===== config.mk =====
export PLATFORM = sky130hd
export DESIGN_NAME = fetch_ctrl
export DESIGN_NICKNAME = d
export VERILOG_FILES = /design/src/rtl/fetch_ctrl.sv
export SDC_FILE = /design/constraint.sdc
export NUM_CORES = 1
export LEC_CHECK = 0
export ABC_AREA = 1
export CAP_MARGIN = 20
export CORE_MARGIN = 8
export CORE_UTILIZATION = 55
export DETAILED_ROUTE_END_ITERATION = 8
export GPL_TIMING_DRIVEN = 0
export PLACE_DENSITY_LB_ADDON = 0.3
export REMOVE_ABC_BUFFERS = 1
export SYNTH_ARGS = -nofsm -noshare
export SYNTH_HDL_FRONTEND = slang
export SYNTH_SLANG_ARGS = --single-unit

===== constraint.sdc =====
create_clock -name clk -period 3.3 [get_ports clk]
set_input_delay 0.825 -clock clk [delete_from_list [all_inputs] [get_ports clk]]
set_output_delay 0.825 -clock clk [all_outputs]
set_load 0.01 [all_outputs]

===== src/rtl/fetch_ctrl.sv =====
// Fetch-stage sequencer: one outstanding imem request, a one-entry buffer
// that holds a fetched word across decode stalls, and wrong-path discard.
module fetch_ctrl #(
    parameter int CNT_W = 32
) (
    input  logic             clk,
    input  logic             reset,
    output logic             imem_req,
    input  logic             imem_gnt,
    input  logic             imem_rvalid,
    input  logic [31:0]      imem_rdata,
    input  logic             redirect_valid,
    input  logic             load_use_hazard,
    input  logic             ex_busy,
    output logic             pc_enable,
    output logic [31:0]      f_instr,
    output logic             if_id_enable,
    output logic             if_id_flush,
    output logic             id_ex_flush,
    output logic [CNT_W-1:0] stall_cycles,
    output logic [CNT_W-1:0] redirect_count
);

    localparam logic [1:0] IDLE    = 2'd0;
    localparam logic [1:0] REQ     = 2'd1;
    localparam logic [1:0] WAIT    = 2'd2;
    localparam logic [1:0] DISCARD = 2'd3;

    logic [1:0]  state;
    logic [1:0]  state_next;
    logic        buf_valid;
    logic [31:0] buf_data;

    logic stall;
    logic in_idle;
    logic rsp_ok;
    logic avail;
    logic grant;

    assign stall   = load_use_hazard | ex_busy;
    assign in_idle = (state == IDLE);
    assign rsp_ok  = (state == WAIT) & imem_rvalid & ~redirect_valid;
    assign avail   = buf_valid | rsp_ok;

    // A grant only counts while we are actually requesting (buffer empty).
    assign imem_req = (state == REQ) & ~buf_valid;
    assign grant    = imem_req & imem_gnt;

    assign pc_enable = grant | (redirect_valid & ~in_idle);

    always_comb begin
        f_instr = 32'h0;
        if (buf_valid) begin
            f_instr = buf_data;
        end else if (rsp_ok) begin
            f_instr = imem_rdata;
        end
    end

    assign if_id_enable = redirect_valid | ~stall | in_idle;
    assign if_id_flush  = in_idle | redirect_valid | (~stall & ~avail);
    assign id_ex_flush  = in_idle | redirect_valid | (load_use_hazard & ~ex_busy);

    always_comb begin
        state_next = state;
        case (state)
            IDLE: begin
                state_next = REQ;
            end
            REQ: begin
                if (grant) begin
                    state_next = redirect_valid ? DISCARD : WAIT;
                end
            end
            WAIT: begin
                if (imem_rvalid) begin
                    state_next = REQ;
                end else if (redirect_valid) begin
                    state_next = DISCARD;
                end
            end
            DISCARD: begin
                if (imem_rvalid) begin
                    state_next = REQ;
                end
            end
            default: begin
                state_next = IDLE;
            end
        endcase
    end

    always_ff @(posedge clk or negedge reset) begin
        if (!reset) begin
            state <= IDLE;
        end else begin
            state <= state_next;
        end
    end

    // Clearing wins over capture, so a redirect during a stall drops the word.
    always_ff @(posedge clk or negedge reset) begin
        if (!reset) begin
            buf_valid <= 1'b0;
            buf_data  <= 32'h0;
        end else if (redirect_valid || (buf_valid && !stall)) begin
            buf_valid <= 1'b0;
            buf_data  <= 32'h0;
        end else if (rsp_ok && stall) begin
            buf_valid <= 1'b1;
            buf_data  <= imem_rdata;
        end
    end

    always_ff @(posedge clk or negedge reset) begin
        if (!reset) begin
            stall_cycles   <= '0;
            redirect_count <= '0;
        end else begin
            if (!in_idle && stall && !redirect_valid && (stall_cycles != {CNT_W{1'b1}})) begin
                stall_cycles <= stall_cycles + CNT_W'(1);
            end
            if (!in_idle && redirect_valid && (redirect_count != {CNT_W{1'b1}})) begin
                redirect_count <= redirect_count + CNT_W'(1);
            end
        end
    end

endmodule


==> results_dict.tcl <==
set metrics [dict create \
    area.growth.synth_to_final_pct 28.5 \
    final_layout_size_suffix_gt1_share_pct 7.00 \
    timing.clock.skew_ps 6.41 \
    period_minus_ws_final_ps 3230 \
    via_count 6355 \
    fin_ws_ps 74.7 \
    total_switching_power_w 0.00101 \
    cts-buffers-inserted 9 \
    worstMarginPinSlew_ps 927 \
    fp.dieH_um 122 \
    power_per_cell_area_mw_per_mm2 390 \
    htreeDepth 3 \
    p_int_w 0.00209 \
    place_worst_setup_slack_ps -436 \
    critical_path_required_ps 2470 \
    detail_route.iter0.violations 572 \
    hold-worst-slack_ps 439 \
    max_clock_freq_mhz 310 \
    clk_pin_slew_ps 90 \
    synth.yosys.warnings 0 \
    layout_common_cells "sky130_fd_sc_hd__nand2_1, sky130_fd_sc_hd__clkdlybuf4s50_1, sky130_fd_sc_hd__nand3_1, sky130_fd_sc_hd__dfrtp_1, sky130_fd_sc_hd__nor2_1" \
    grt_util_all_layers_pct 22.8 \
    clock_power_share_pct 28.3 \
    worst-setup-path-type "in2out" \
    seq_power_share_pct 45.2 \
    path_cells "clkdlybuf4s50_1, inv_1, nor3_4, buf_6, buf_12, nand3_1, o21ai_0, dlygate4sd2_1" \
    io_pins 140 \
    crit_path_start_kind "primary input" \
    path_max_fanout 12 \
    critical_path.endpoint_type "output port" \
    clock_latency_on_the_worst_skew_pair_ps 370 \
    drt-wirelength-per-cell_um 14.3 \
    timing.final.hold_violations 0 \
    totalNegativeSetupSlack_ps 0 \
    finish.net_count 1097 \
    global_route_overflow 0 \
    first_global_vias 5850 \
    clock_tree_from_tritoncts "done" \
    critical_path_cell_with_the_highest_stage_delay "sky130_fd_sc_hd__clkdlybuf4s50_1" \
    layoutNonFillerInstCount 1198 \
    drt_pass1_iterations 5 \
    maximum_number_of_pins_on_one_net_before_global_route_repair 67 \
    cellLeakagePower_nw 3.45 \
    viasPerCell 5.30 \
    rows 38 \
    maxSlewViolCount 0 \
    syn-mean-instance-area_um2 6.73 \
    cts_root_buf "sky130_fd_sc_hd__clkbuf_8" \
    clock-sinks 99 \
    path_delay_family "buffers and inverters" \
    cts_hold_repair.buffers 0 \
    switching_share_pct 32.5 \
    port_buffers 139 \
    synth.cell_area_mm2 0.00617 \
    drc 0 \
    tightest_slew_margin_relative_to_the_limit_pct 38.1 \
    die_w_um 122 \
    cap_viol_max_count 0 \
    finalWeightedCongestion 0.917 \
    crit_arrival_ps 2400 \
    report.power.total_w 0.00309 \
    syn_inst 917 \
    most_frequent_standard_cell_in_the_layout_excluding_fill_and_tap_cells "sky130_fd_sc_hd__nand2_1" \
    die_area_mm2 0.0149 \
    initial_core_util_pct 56.7 \
    worst-path-buf-inv 5 \
    synth.yosys.seq_area_share_pct 40.1 \
    worst_hold_path_type "in2async" \
    number_of_distinct_library_cell_variants_in_the_gate_level_netlist_after_synthesis 34 \
    grt_pass1_wl_um 27600 \
    report.final.setup_viol 0 \
    crit_path_max_incr_delay_ps 450 \
    yosys_register_bits 99 \
    yosys-top-cells-area "sky130_fd_sc_hd__dfrtp_1, sky130_fd_sc_hd__nand2_1, sky130_fd_sc_hd__nand3_1, sky130_fd_sc_hd__nor2_1, sky130_fd_sc_hd__o21ai_0" \
    fp.coreArea_mm2 0.0109 \
    post-synth-top-area-fraction_pct 40.1 \
    power.combinational.fraction_pct 26.5 \
    synthDominantAreaCellType "sky130_fd_sc_hd__dfrtp_1" \
    postRouteWirelength_um 17100 \
    ir_worst_vdd_mv 0.341 \
    ant_nets 0 \
    status "finished, final reports clean" \
    place.detailed.hpwl_um 12800 \
    antenna_found_initial 1 \
    cts_buffer_depth 2 \
    min_period_over_period_pct 97.7 \
    dp_cells 1175 \
]
-- logic make-up (layout without fill, tap and decap cells) --
kind of cell	Yosys count	count (layout)	synth area share [%]
buffers and inverters	124	264	8.29
adder cells (fa/ha/maj)	6	6	1.22
XOR/XNOR	18	18	2.55
AND/OR/NAND/NOR	588	588	40.9
other	0	1	0
flip-flops	99	99	40.1
AO/OA/AOI/OAI	82	82	6.85
-- synthesized netlist by cell type --
| master | count |
|---|---|
| sky130_fd_sc_hd__nand2_4 | 2 |
| sky130_fd_sc_hd__buf_2 | 10 |
| sky130_fd_sc_hd__a211oi_1 | 1 |
| sky130_fd_sc_hd__inv_4 | 1 |
| sky130_fd_sc_hd__buf_1 | 3 |
| sky130_fd_sc_hd__clkbuf_1 | 10 |
| sky130_fd_sc_hd__nand3_2 | 1 |
| sky130_fd_sc_hd__nand3b_1 | 12 |
| sky130_fd_sc_hd__nor3_1 | 6 |
| sky130_fd_sc_hd__nand3_1 | 100 |
| sky130_fd_sc_hd__dfrtp_1 | 99 |
| sky130_fd_sc_hd__nor2_1 | 96 |
| sky130_fd_sc_hd__ha_1 | 6 |
| sky130_fd_sc_hd__nand4_1 | 14 |
| sky130_fd_sc_hd__and2_1 | 1 |
| sky130_fd_sc_hd__xnor2_1 | 11 |
| sky130_fd_sc_hd__nor2_4 | 4 |
| sky130_fd_sc_hd__o31ai_1 | 2 |
| sky130_fd_sc_hd__nand2_2 | 7 |
| sky130_fd_sc_hd__o21ai_1 | 4 |
| sky130_fd_sc_hd__buf_6 | 2 |
| sky130_fd_sc_hd__and3_1 | 1 |
| sky130_fd_sc_hd__inv_2 | 2 |
| sky130_fd_sc_hd__inv_1 | 91 |
| sky130_fd_sc_hd__nor3_2 | 1 |
| sky130_fd_sc_hd__o21ai_0 | 70 |
| sky130_fd_sc_hd__a21oi_1 | 3 |
| sky130_fd_sc_hd__o211ai_1 | 1 |
| sky130_fd_sc_hd__nand2_1 | 332 |
| sky130_fd_sc_hd__nor2_2 | 11 |
| sky130_fd_sc_hd__o21bai_1 | 1 |
| sky130_fd_sc_hd__clkinv_2 | 1 |
| sky130_fd_sc_hd__buf_4 | 4 |
| sky130_fd_sc_hd__xor2_1 | 7 |
-- layout make-up --
class,instances,area [µm²]
Fill cell,924,2960
Sequential cell,99,2480
Multi-Input combinational cell,694,3200
Antenna cell,1,2.50
Inverter,95,360
Timing Repair Buffer,153,1490
Tap cell,140,175
Clock buffer,12,145
Clock inverter,4,73.8
-- flip-flops by register name, summed over array words and instances (netlist names) --
signal and cells:
buf_data 32, buf_valid 1, redirect_count 32, stall_cycles 32, state 2
-- stage by stage --
step | util [%] | instance area (µm²)
after floorplan | - | 6020
after global placement | 69.7 | 7590
after detailed placement | 70.8 | 7710
after CTS | 73.2 | 7970
after global routing | 72.8 | 7930
final | 72.8 | 7930
-- worst reg2reg max path, stage by stage (launching register included) --
cell	delay (ps)
sky130_fd_sc_hd__dfrtp_1	460
sky130_fd_sc_hd__ha_1	310
sky130_fd_sc_hd__inv_1	80
sky130_fd_sc_hd__nor2_2	180
sky130_fd_sc_hd__nand2_1	110
sky130_fd_sc_hd__nor2_2	120
sky130_fd_sc_hd__nand2_2	270
sky130_fd_sc_hd__nand2_2	440
sky130_fd_sc_hd__inv_2	230
sky130_fd_sc_hd__nand2_1	120
sky130_fd_sc_hd__nand2_1	50
-- layer usage --
layer / track usage [%] / share of wire (%)
met4: 10.6 / 3.4
met1: 27.9 / 42
met5: 0 / 0
met3: 5.28 / 6.5
met2: 37.6 / 48
-- timing repair --
action                     CTS  global route
setup endpoints to repair   34            18
pin swaps                    1             0
gates resized for setup     36            40
setup buffers                6             0
-- path summary, 6_finish.rpt --
path	startpoint	to	slack (ps)	cells past startpoint
hold reg to reg	buf_data[16]	buf_data[16]	540	2
setup / recovery	imem_rvalid	f_instr[17]	70	8
max in group asynchronous	reset	stall_cycles[28]	2200	2
hold / removal	reset	redirect_count[29]	440	1
min in group clk	buf_data[16]	buf_data[16]	540	2
setup reg to reg	redirect_count[0]	redirect_count[15]	820	10
-- power groups by stage --
stage | Combinational (W) | Sequential [W] | Clock, W
after floorplan | 0.000406 | 0.00142 | 0
final | 0.000821 | 0.00140 | 0.000875
after detailed placement | 0.000822 | 0.00142 | 0
after global routing | 0.000902 | 0.00141 | 0.000936
after global placement | 0.000789 | 0.00142 | 0
after CTS | 0.000826 | 0.00140 | 0.000887
No activity file was read; power rests on OpenSTA's default activity.
